**src/rtl/csa_tree_mult_pipe_if.sv**
```systemverilog
// Purpose: operand/result handshake bundle for the pipelined CSA-tree multiplier.
// Ports: master drives in_valid/in_a/in_b/in_signed/in_tag and out_ready;
//        slave drives in_ready and out_valid/out_product/out_tag.
interface csa_tree_mult_pipe_if #(
  parameter int WIDTH = 32,
  parameter int TAG_W = 6
);
  logic                 in_valid;
  logic                 in_ready;
  logic [WIDTH-1:0]     in_a;
  logic [WIDTH-1:0]     in_b;
  logic                 in_signed;
  logic [TAG_W-1:0]     in_tag;
  logic                 out_valid;
  logic                 out_ready;
  logic [2*WIDTH-1:0]   out_product;
  logic [TAG_W-1:0]     out_tag;

  modport master (
    output in_valid, in_a, in_b, in_signed, in_tag, out_ready,
    input  in_ready, out_valid, out_product, out_tag
  );

  modport slave (
    input  in_valid, in_a, in_b, in_signed, in_tag, out_ready,
    output in_ready, out_valid, out_product, out_tag
  );
endinterface

```
**src/rtl/csa_tree_mult_pipe.sv**
```systemverilog
// Purpose: WIDTH x WIDTH signed/unsigned multiplier, 3:2 carry-save tree + final CPA, tag passthrough.
// Latency: 4 cycles accept-to-out_valid, one op per cycle; flush kills all in-flight ops.
// Backpressure: in_ready = !(out_valid && !out_ready); a stall freezes every stage.
// Ports: clk, reset (sync, active-high), flush, bus (slave side of csa_tree_mult_pipe_if).
module csa_tree_mult_pipe #(
  parameter int WIDTH = 32,
  parameter int TAG_W = 6
) (
  input  logic                  clk,
  input  logic                  reset,
  input  logic                  flush,
  csa_tree_mult_pipe_if.slave   bus
);

  // Row count after k levels of 3:2 reduction starting from n rows.
  function automatic int rows_after(int n, int k);
    int r;
    r = n;
    for (int i = 0; i < k; i++) begin
      if (r > 2) r = 2 * (r / 3) + (r % 3);
    end
    return r;
  endfunction

  function automatic int num_levels(int n);
    int r;
    int l;
    r = n;
    l = 0;
    while (r > 2) begin
      r = 2 * (r / 3) + (r % 3);
      l++;
    end
    return l;
  endfunction

  localparam int P  = 2 * WIDTH;
  localparam int NR = WIDTH + 1;
  localparam int L  = num_levels(NR);
  localparam int L1 = (L + 1) / 2;
  localparam int R1 = rows_after(NR, L1);

  typedef logic [P-1:0] row_t;

  // Global stall: every stage holds while the output is blocked.
  logic w_adv;
  assign w_adv        = !(bus.out_valid && !bus.out_ready);
  assign bus.in_ready = w_adv;

  // Operand extension to WIDTH+1 bits; signed mode makes the extended MSB carry negative weight.
  logic [WIDTH:0] w_a_ext, w_b_ext, w_na_ext;
  assign w_a_ext  = {bus.in_signed & bus.in_a[WIDTH-1], bus.in_a};
  assign w_b_ext  = {bus.in_signed & bus.in_b[WIDTH-1], bus.in_b};
  assign w_na_ext = -w_a_ext;

  logic r_s1_vld, r_s2_vld, r_s3_vld, r_out_vld;
  logic [TAG_W-1:0] r_s1_tag, r_s2_tag, r_s3_tag, r_out_tag;
  logic [WIDTH:0]   r_s1_a, r_s1_na, r_s1_b;
  row_t r_s2_row [R1];
  row_t r_s3_row [2];
  row_t w_s2_row [R1];
  row_t w_s3_row [2];
  row_t w_pp     [NR];
  logic [P-1:0] r_prod;

  // Partial products, each sign-extended to the full product width. The top
  // multiplier bit has weight -2^WIDTH, so its row uses -a (registered in S1).
  for (genvar i = 0; i < WIDTH; i++) begin : g_pp
    assign w_pp[i] = r_s1_b[i] ? (row_t'({{(WIDTH-1){r_s1_a[WIDTH]}}, r_s1_a}) << i) : '0;
  end
  assign w_pp[WIDTH] = r_s1_b[WIDTH] ? (row_t'({{(WIDTH-1){r_s1_na[WIDTH]}}, r_s1_na}) << WIDTH) : '0;

  // Carry-save tree; levels 0..L1-1 feed the S2 register, L1..L-1 feed S3.
  for (genvar l = 0; l < L; l++) begin : g_lvl
    localparam int N = rows_after(NR, l);
    localparam int G = N / 3;
    localparam int M = N % 3;
    row_t w_src [N];
    row_t w_row [2*G+M];

    if (l == 0) begin : g_src_pp
      assign w_src = w_pp;
    end else if (l == L1) begin : g_src_reg
      assign w_src = r_s2_row;
    end else begin : g_src_prev
      assign w_src = g_lvl[l-1].w_row;
    end

    for (genvar g = 0; g < G; g++) begin : g_csa
      assign w_row[2*g]   = w_src[3*g] ^ w_src[3*g+1] ^ w_src[3*g+2];
      assign w_row[2*g+1] = {(w_src[3*g][P-2:0]   & w_src[3*g+1][P-2:0]) |
                             (w_src[3*g][P-2:0]   & w_src[3*g+2][P-2:0]) |
                             (w_src[3*g+1][P-2:0] & w_src[3*g+2][P-2:0]), 1'b0};
    end

    for (genvar r = 0; r < M; r++) begin : g_pass
      assign w_row[2*G+r] = w_src[3*G+r];
    end

    if (l == L1 - 1) begin : g_tap_s2
      assign w_s2_row = w_row;
    end
    if (l == L - 1) begin : g_tap_s3
      assign w_s3_row = w_row;
    end
  end

  // Valid bits: reset beats flush, flush beats stall.
  always_ff @(posedge clk) begin
    if (reset || flush) begin
      r_s1_vld  <= 1'b0;
      r_s2_vld  <= 1'b0;
      r_s3_vld  <= 1'b0;
      r_out_vld <= 1'b0;
    end else if (w_adv) begin
      r_s1_vld  <= bus.in_valid;
      r_s2_vld  <= r_s1_vld;
      r_s3_vld  <= r_s2_vld;
      r_out_vld <= r_s3_vld;
    end
  end

  // Datapath and tags: no reset. Operands load only with in_valid so idle bus values stay out.
  always_ff @(posedge clk) begin
    if (w_adv) begin
      if (bus.in_valid) begin
        r_s1_a   <= w_a_ext;
        r_s1_na  <= w_na_ext;
        r_s1_b   <= w_b_ext;
        r_s1_tag <= bus.in_tag;
      end
      r_s2_row <= w_s2_row;
      r_s2_tag <= r_s1_tag;
      r_s3_row <= w_s3_row;
      r_s3_tag <= r_s2_tag;
    end
  end

  // Output register only updates for a valid op so bubbles leave the result untouched.
  always_ff @(posedge clk) begin
    if (reset) begin
      r_prod    <= '0;
      r_out_tag <= '0;
    end else if (w_adv && r_s3_vld && !flush) begin
      r_prod    <= r_s3_row[0] + r_s3_row[1];
      r_out_tag <= r_s3_tag;
    end
  end

  assign bus.out_valid   = r_out_vld;
  assign bus.out_product = r_prod;
  assign bus.out_tag     = r_out_tag;

endmodule

```
**src/flat_wrapper.sv**
```systemverilog
// flat-port wrapper written by rule: the top's interface ports become plain ports
module csa_tree_mult_pipe_flat 
#(
  parameter int WIDTH = 32,
  parameter int TAG_W = 6
)
  (clk, reset, flush, bus_in_valid, bus_in_a, bus_in_b, bus_in_signed, bus_in_tag, bus_out_ready, bus_in_ready, bus_out_valid, bus_out_product, bus_out_tag);
  csa_tree_mult_pipe_if #(.WIDTH(WIDTH), .TAG_W(TAG_W)) bus_i ();
  input  logic clk;
  input  logic reset;
  input  logic flush;
  input wire logic [$bits(bus_i.in_valid)-1:0] bus_in_valid;
  input wire logic [$bits(bus_i.in_a)-1:0] bus_in_a;
  input wire logic [$bits(bus_i.in_b)-1:0] bus_in_b;
  input wire logic [$bits(bus_i.in_signed)-1:0] bus_in_signed;
  input wire logic [$bits(bus_i.in_tag)-1:0] bus_in_tag;
  input wire logic [$bits(bus_i.out_ready)-1:0] bus_out_ready;
  output wire logic [$bits(bus_i.in_ready)-1:0] bus_in_ready;
  output wire logic [$bits(bus_i.out_valid)-1:0] bus_out_valid;
  output wire logic [$bits(bus_i.out_product)-1:0] bus_out_product;
  output wire logic [$bits(bus_i.out_tag)-1:0] bus_out_tag;
  assign bus_i.in_valid = bus_in_valid;
  assign bus_i.in_a = bus_in_a;
  assign bus_i.in_b = bus_in_b;
  assign bus_i.in_signed = bus_in_signed;
  assign bus_i.in_tag = bus_in_tag;
  assign bus_i.out_ready = bus_out_ready;
  assign bus_in_ready = bus_i.in_ready;
  assign bus_out_valid = bus_i.out_valid;
  assign bus_out_product = bus_i.out_product;
  assign bus_out_tag = bus_i.out_tag;
  csa_tree_mult_pipe #(.WIDTH(WIDTH), .TAG_W(TAG_W)) u_core (.clk(clk), .reset(reset), .flush(flush), .bus(bus_i));
endmodule
```
**config.mk**
```make
export PLATFORM = sky130hd
export DESIGN_NAME = csa_tree_mult_pipe_flat
export DESIGN_NICKNAME = d
export VERILOG_FILES = /design/src/rtl/csa_tree_mult_pipe_if.sv /design/src/rtl/csa_tree_mult_pipe.sv /design/src/flat_wrapper.sv
export SDC_FILE = /design/constraint.sdc
export NUM_CORES = 2
export LEC_CHECK = 0
export BUFFER_PORTS_ARGS = -buffer_cell sky130_fd_sc_hd__buf_2
export CAP_MARGIN = 20
export CORE_MARGIN = 2
export CORE_UTILIZATION = 25
export CTS_CLUSTER_DIAMETER = 150
export DETAILED_ROUTE_END_ITERATION = 7
export GPL_TIMING_DRIVEN = 1
export PLACE_DENSITY = 0.47
export SLEW_MARGIN = 20
export SYNTH_ARGS = -nofsm -noshare
export SYNTH_HDL_FRONTEND = slang
export SYNTH_SLANG_ARGS = --single-unit
```
**constraint.sdc**
```tcl
create_clock -name clk -period 38.8 [get_ports clk]
set_input_delay 5.82 -clock clk [delete_from_list [all_inputs] [get_ports clk]]
set_output_delay 5.82 -clock clk [all_outputs]
set_load 0.05 [all_outputs]
```
==> metrics <==
Worst-Skew Late Latency=between 0.7 and 0.8 ns; Worst setup EP type=primary output; first-pass GRT wire length=234 mm; post-synthesis cell area=54,900 um^2; HPWL after detailed placement=119 mm; Site Rows=172; die height=473 um; crit path max fanout=51; syn nets=6,176; status=finished, final reports clean; final cycle utilization of the critical path=33.4%; hold depth=0; Leak=0.0270 uW; die width=473 um; I/O Buffers=around 150; # hold bufs at CTS=0; clk buf depth=3; Core Util, Final=28.2%; Vias=33,400; final wirelength=152 mm; die area=approximately 220,000 um^2; Worst Setup Path Type=in -> out; Main synth FF type=edfxtp_1; Max Cap Violations=0; Synth-to-Final Area Change=12.3%; Reg2Reg Depth=10; Mean Syn Cell Area=11.3 um^2; Final Hold Fails=0; fin nets=6,221; commonest cells after routing, fill and taps aside=1,059 x fa_1, 910 x nand2_1, 861 x inv_1; R2R Path End=u_core.g_lvl[4].w_src[304]; Startpoint Class=primary input; Required @ worst endpoint=32.98 ns; Synth Area in Compound Gates=3.27%; adder-cell area share of the yosys netlist=a little over two fifths; Unique masters post-synth=76; largest net degree at the start of global routing=164; Max Freq=around 77 MHz; commonest non-fill, non-tap cell in the layout=fa_1; Worst R2R Start=u_core.r_s1_b[3]; DR pass1 iterations=5; power density cells=between 80 and 90 nW/um^2; VDD IR max=roughly 0.000042 V; I/O pins=148; Min-Delay Startpoint=u_core.r_s2_tag[1]; WL per Instance=about 19 um; synth warn=0; Worst Tran Pin Value=0.992 ns; largest family of logic cells by synthesized area=adder cells; ys async rst share=0%; end of the worst hold path=u_core.r_s3_tag[1]; Post-DP Area=just under 60,000 um^2; HP Class=reg -> reg; fillers=roughly 23,000; R2R Setup Slk=34.77 ns; flops & latches, synth=605; core area=219,000 um^2; # clock sinks=605; Setup-failing EPs final=0; post-synthesis mux area share=0.0365%; initial antenna violation count=17; Setup Skew=roughly 0.045 ns; cts repair resizes=0; Starting DRT DRC Count=approximately 1,900; CTS Root Cell=clkbuf_16; Final GP Congestion=approximately 0.85; Post-synth EDFFs=531; TritonCTS Buffers=80; layout cells sized above 1=7.52%; GRT Total Usage=13.8%; post-synthesis sequential area ratio=a little under a third; Power Total=5370 uW; H-tree depth=3; Initial Utilization=between 20% and 30%; DP Worst Slack=approximately 26 ns; setup_tns=0 ns; Worst Slack Setup Final=approximately 26 ns; Critical Path AT=~7.1 ns; finished layout cell area=~60,000 um^2; simple-gate share of the synthesized area=about an eighth; XOR/XNOR share of the synthesized area=between 2 and 2.5%; total gr overflow=0; CTS tree=done; vias per cell=4.25; Post-CTS Setup Inserts=0; drc violations=0; CTS clk-pin slew, worst paths=roughly 0.050 ns; Post-Synthesis Cells=around 4,900; Routed Antenna Nets=0; Slew Viols, Final=0; number of global-route vias before repair=36,300; RSZ-0062 raised after global routing=false; Rel. slew slack=33.5%; final worst path period need=12.95 ns
[power by group]
| part | internal [uW] | switching, uW |
|---|---|---|
| registers | 1260 | 112 |
| clock network | 472 | 317 |
| logic | 1310 | 1900 |
| total | 3040 | 2330 |
[layer usage]
layer	part of all wire, %	track usage [%]	routed length (um)	up-vias
met2	41	20.1	62900	752
met1	51	21.2	77900	17500
met5	0	0	0	-
met3	5.4	2.42	8170	141
li1	-	-	-	15000
met4	1.7	3.21	2650	0
[cell usage after synthesis, types with 3 or more instances]
library cell / n / area, um^2
fa_1: 1059 / 21200
nand2_1: 910 / 3420
inv_1: 862 / 3240
edfxtp_1: 531 / 15900
and2_1: 358 / 2240
clkbuf_1: 233 / 875
ha_1: 162 / 2030
a21oi_1: 139 / 696
xnor2_1: 99 / 867
dfxtp_1: 74 / 1480
nor2_1: 65 / 244
o21ai_0: 55 / 275
xor2_1: 54 / 473
a21o_1: 26 / 195
nand3_1: 25 / 125
nand4_1: 21 / 131
maj3_1: 19 / 190
buf_1: 18 / 67.6
nor3_1: 15 / 75.1
o21bai_1: 11 / 82.6
a31oi_1: 9 / 56.3
buf_2: 9 / 45.0
nor4_1: 9 / 56.3
a211oi_1: 8 / 60.1
and3_1: 7 / 43.8
nand2b_1: 6 / 37.5
o21a_1: 6 / 45.0
o211ai_1: 5 / 37.5
or4_1: 5 / 37.5
nor2b_1: 4 / 25.0
o21ai_1: 4 / 20.0
or3_1: 4 / 25.0
a21boi_0: 3 / 22.5
a32o_1: 3 / 30.0
a41oi_1: 3 / 26.3
and4_1: 3 / 26.3
nand3b_1: 3 / 22.5
o22ai_1: 3 / 18.8
o31ai_1: 3 / 22.5
or2_2: 3 / 18.8
[cells by family after synthesis]
group,Yosys count
adder cells (fa/ha/maj),1240
AO/OA/AOI/OAI,300
flip-flops,605
multiplexers,2
AND/OR/NAND/NOR,1456
XOR/XNOR,153
buffers and inverters,1123
[layout make-up]
type                    instances  area, um^2  area share [%]
clock inverters                48         657            1.06
well taps                    2871        3590            5.82
inverters                     862        3240            5.26
diodes                          4        10.0          0.0162
multi-input cells            3151       33300            53.9
clock buffers                 100        2150            3.48
flip-flops and latches        605       17400            28.2
repair buffers                224        1340            2.17
[state kept, by name (all words and copies together) (netlist names)]
| name | flops |
|---|---|
| u_core.bus.out_valid | 1 |
| u_core.r_s1_na | 32 |
| u_core.r_s3_row | 119 |
| u_core.r_s1_tag | 6 |
| u_core.g_lvl.w_src | 264 |
| u_core.g_lvl.w_row | 33 |
| u_core.bus.out_product | 64 |
| u_core.r_s2_tag | 6 |
| u_core.r_s2_vld | 1 |
| u_core.r_s3_tag | 6 |
| u_core.r_s1_a | 32 |
| u_core.bus.out_tag | 6 |
| u_core.r_s1_vld | 1 |
| u_core.r_s3_vld | 1 |
| u_core.r_s1_b | 33 |
[worst max-delay path, cell delays in order]
cell and delay [ns]:
buf_2 0.10, nor2b_1 0.56, inv_8 0.27, buf_2 0.33
[how the worst max path moves through the flow]
stage | startpoint | to | slack [ns]
final | bus_out_ready | bus_in_ready | 25.85
after global routing | bus_out_ready | bus_in_ready | 25.76
after CTS | bus_out_ready | bus_in_ready | 25.85
after detailed placement | bus_out_ready | bus_in_ready | 25.86
after global placement | bus_out_ready | bus_in_ready | 25.89
after floorplan | bus_out_ready | bus_in_ready | 18.49
[through the flow]
| stage | std cells | hold slack [ns] |
|---|---|---|
| after floorplan | 4879 | 0.400 |
| after global placement | 7713 | 0.403 |
| after detailed placement | 7713 | 0.406 |
| after CTS | 7861 | 0.420 |
| after global routing | 7862 | 0.427 |
| final | 7865 | 0.420 |
(Power assumes the default switching activity.)
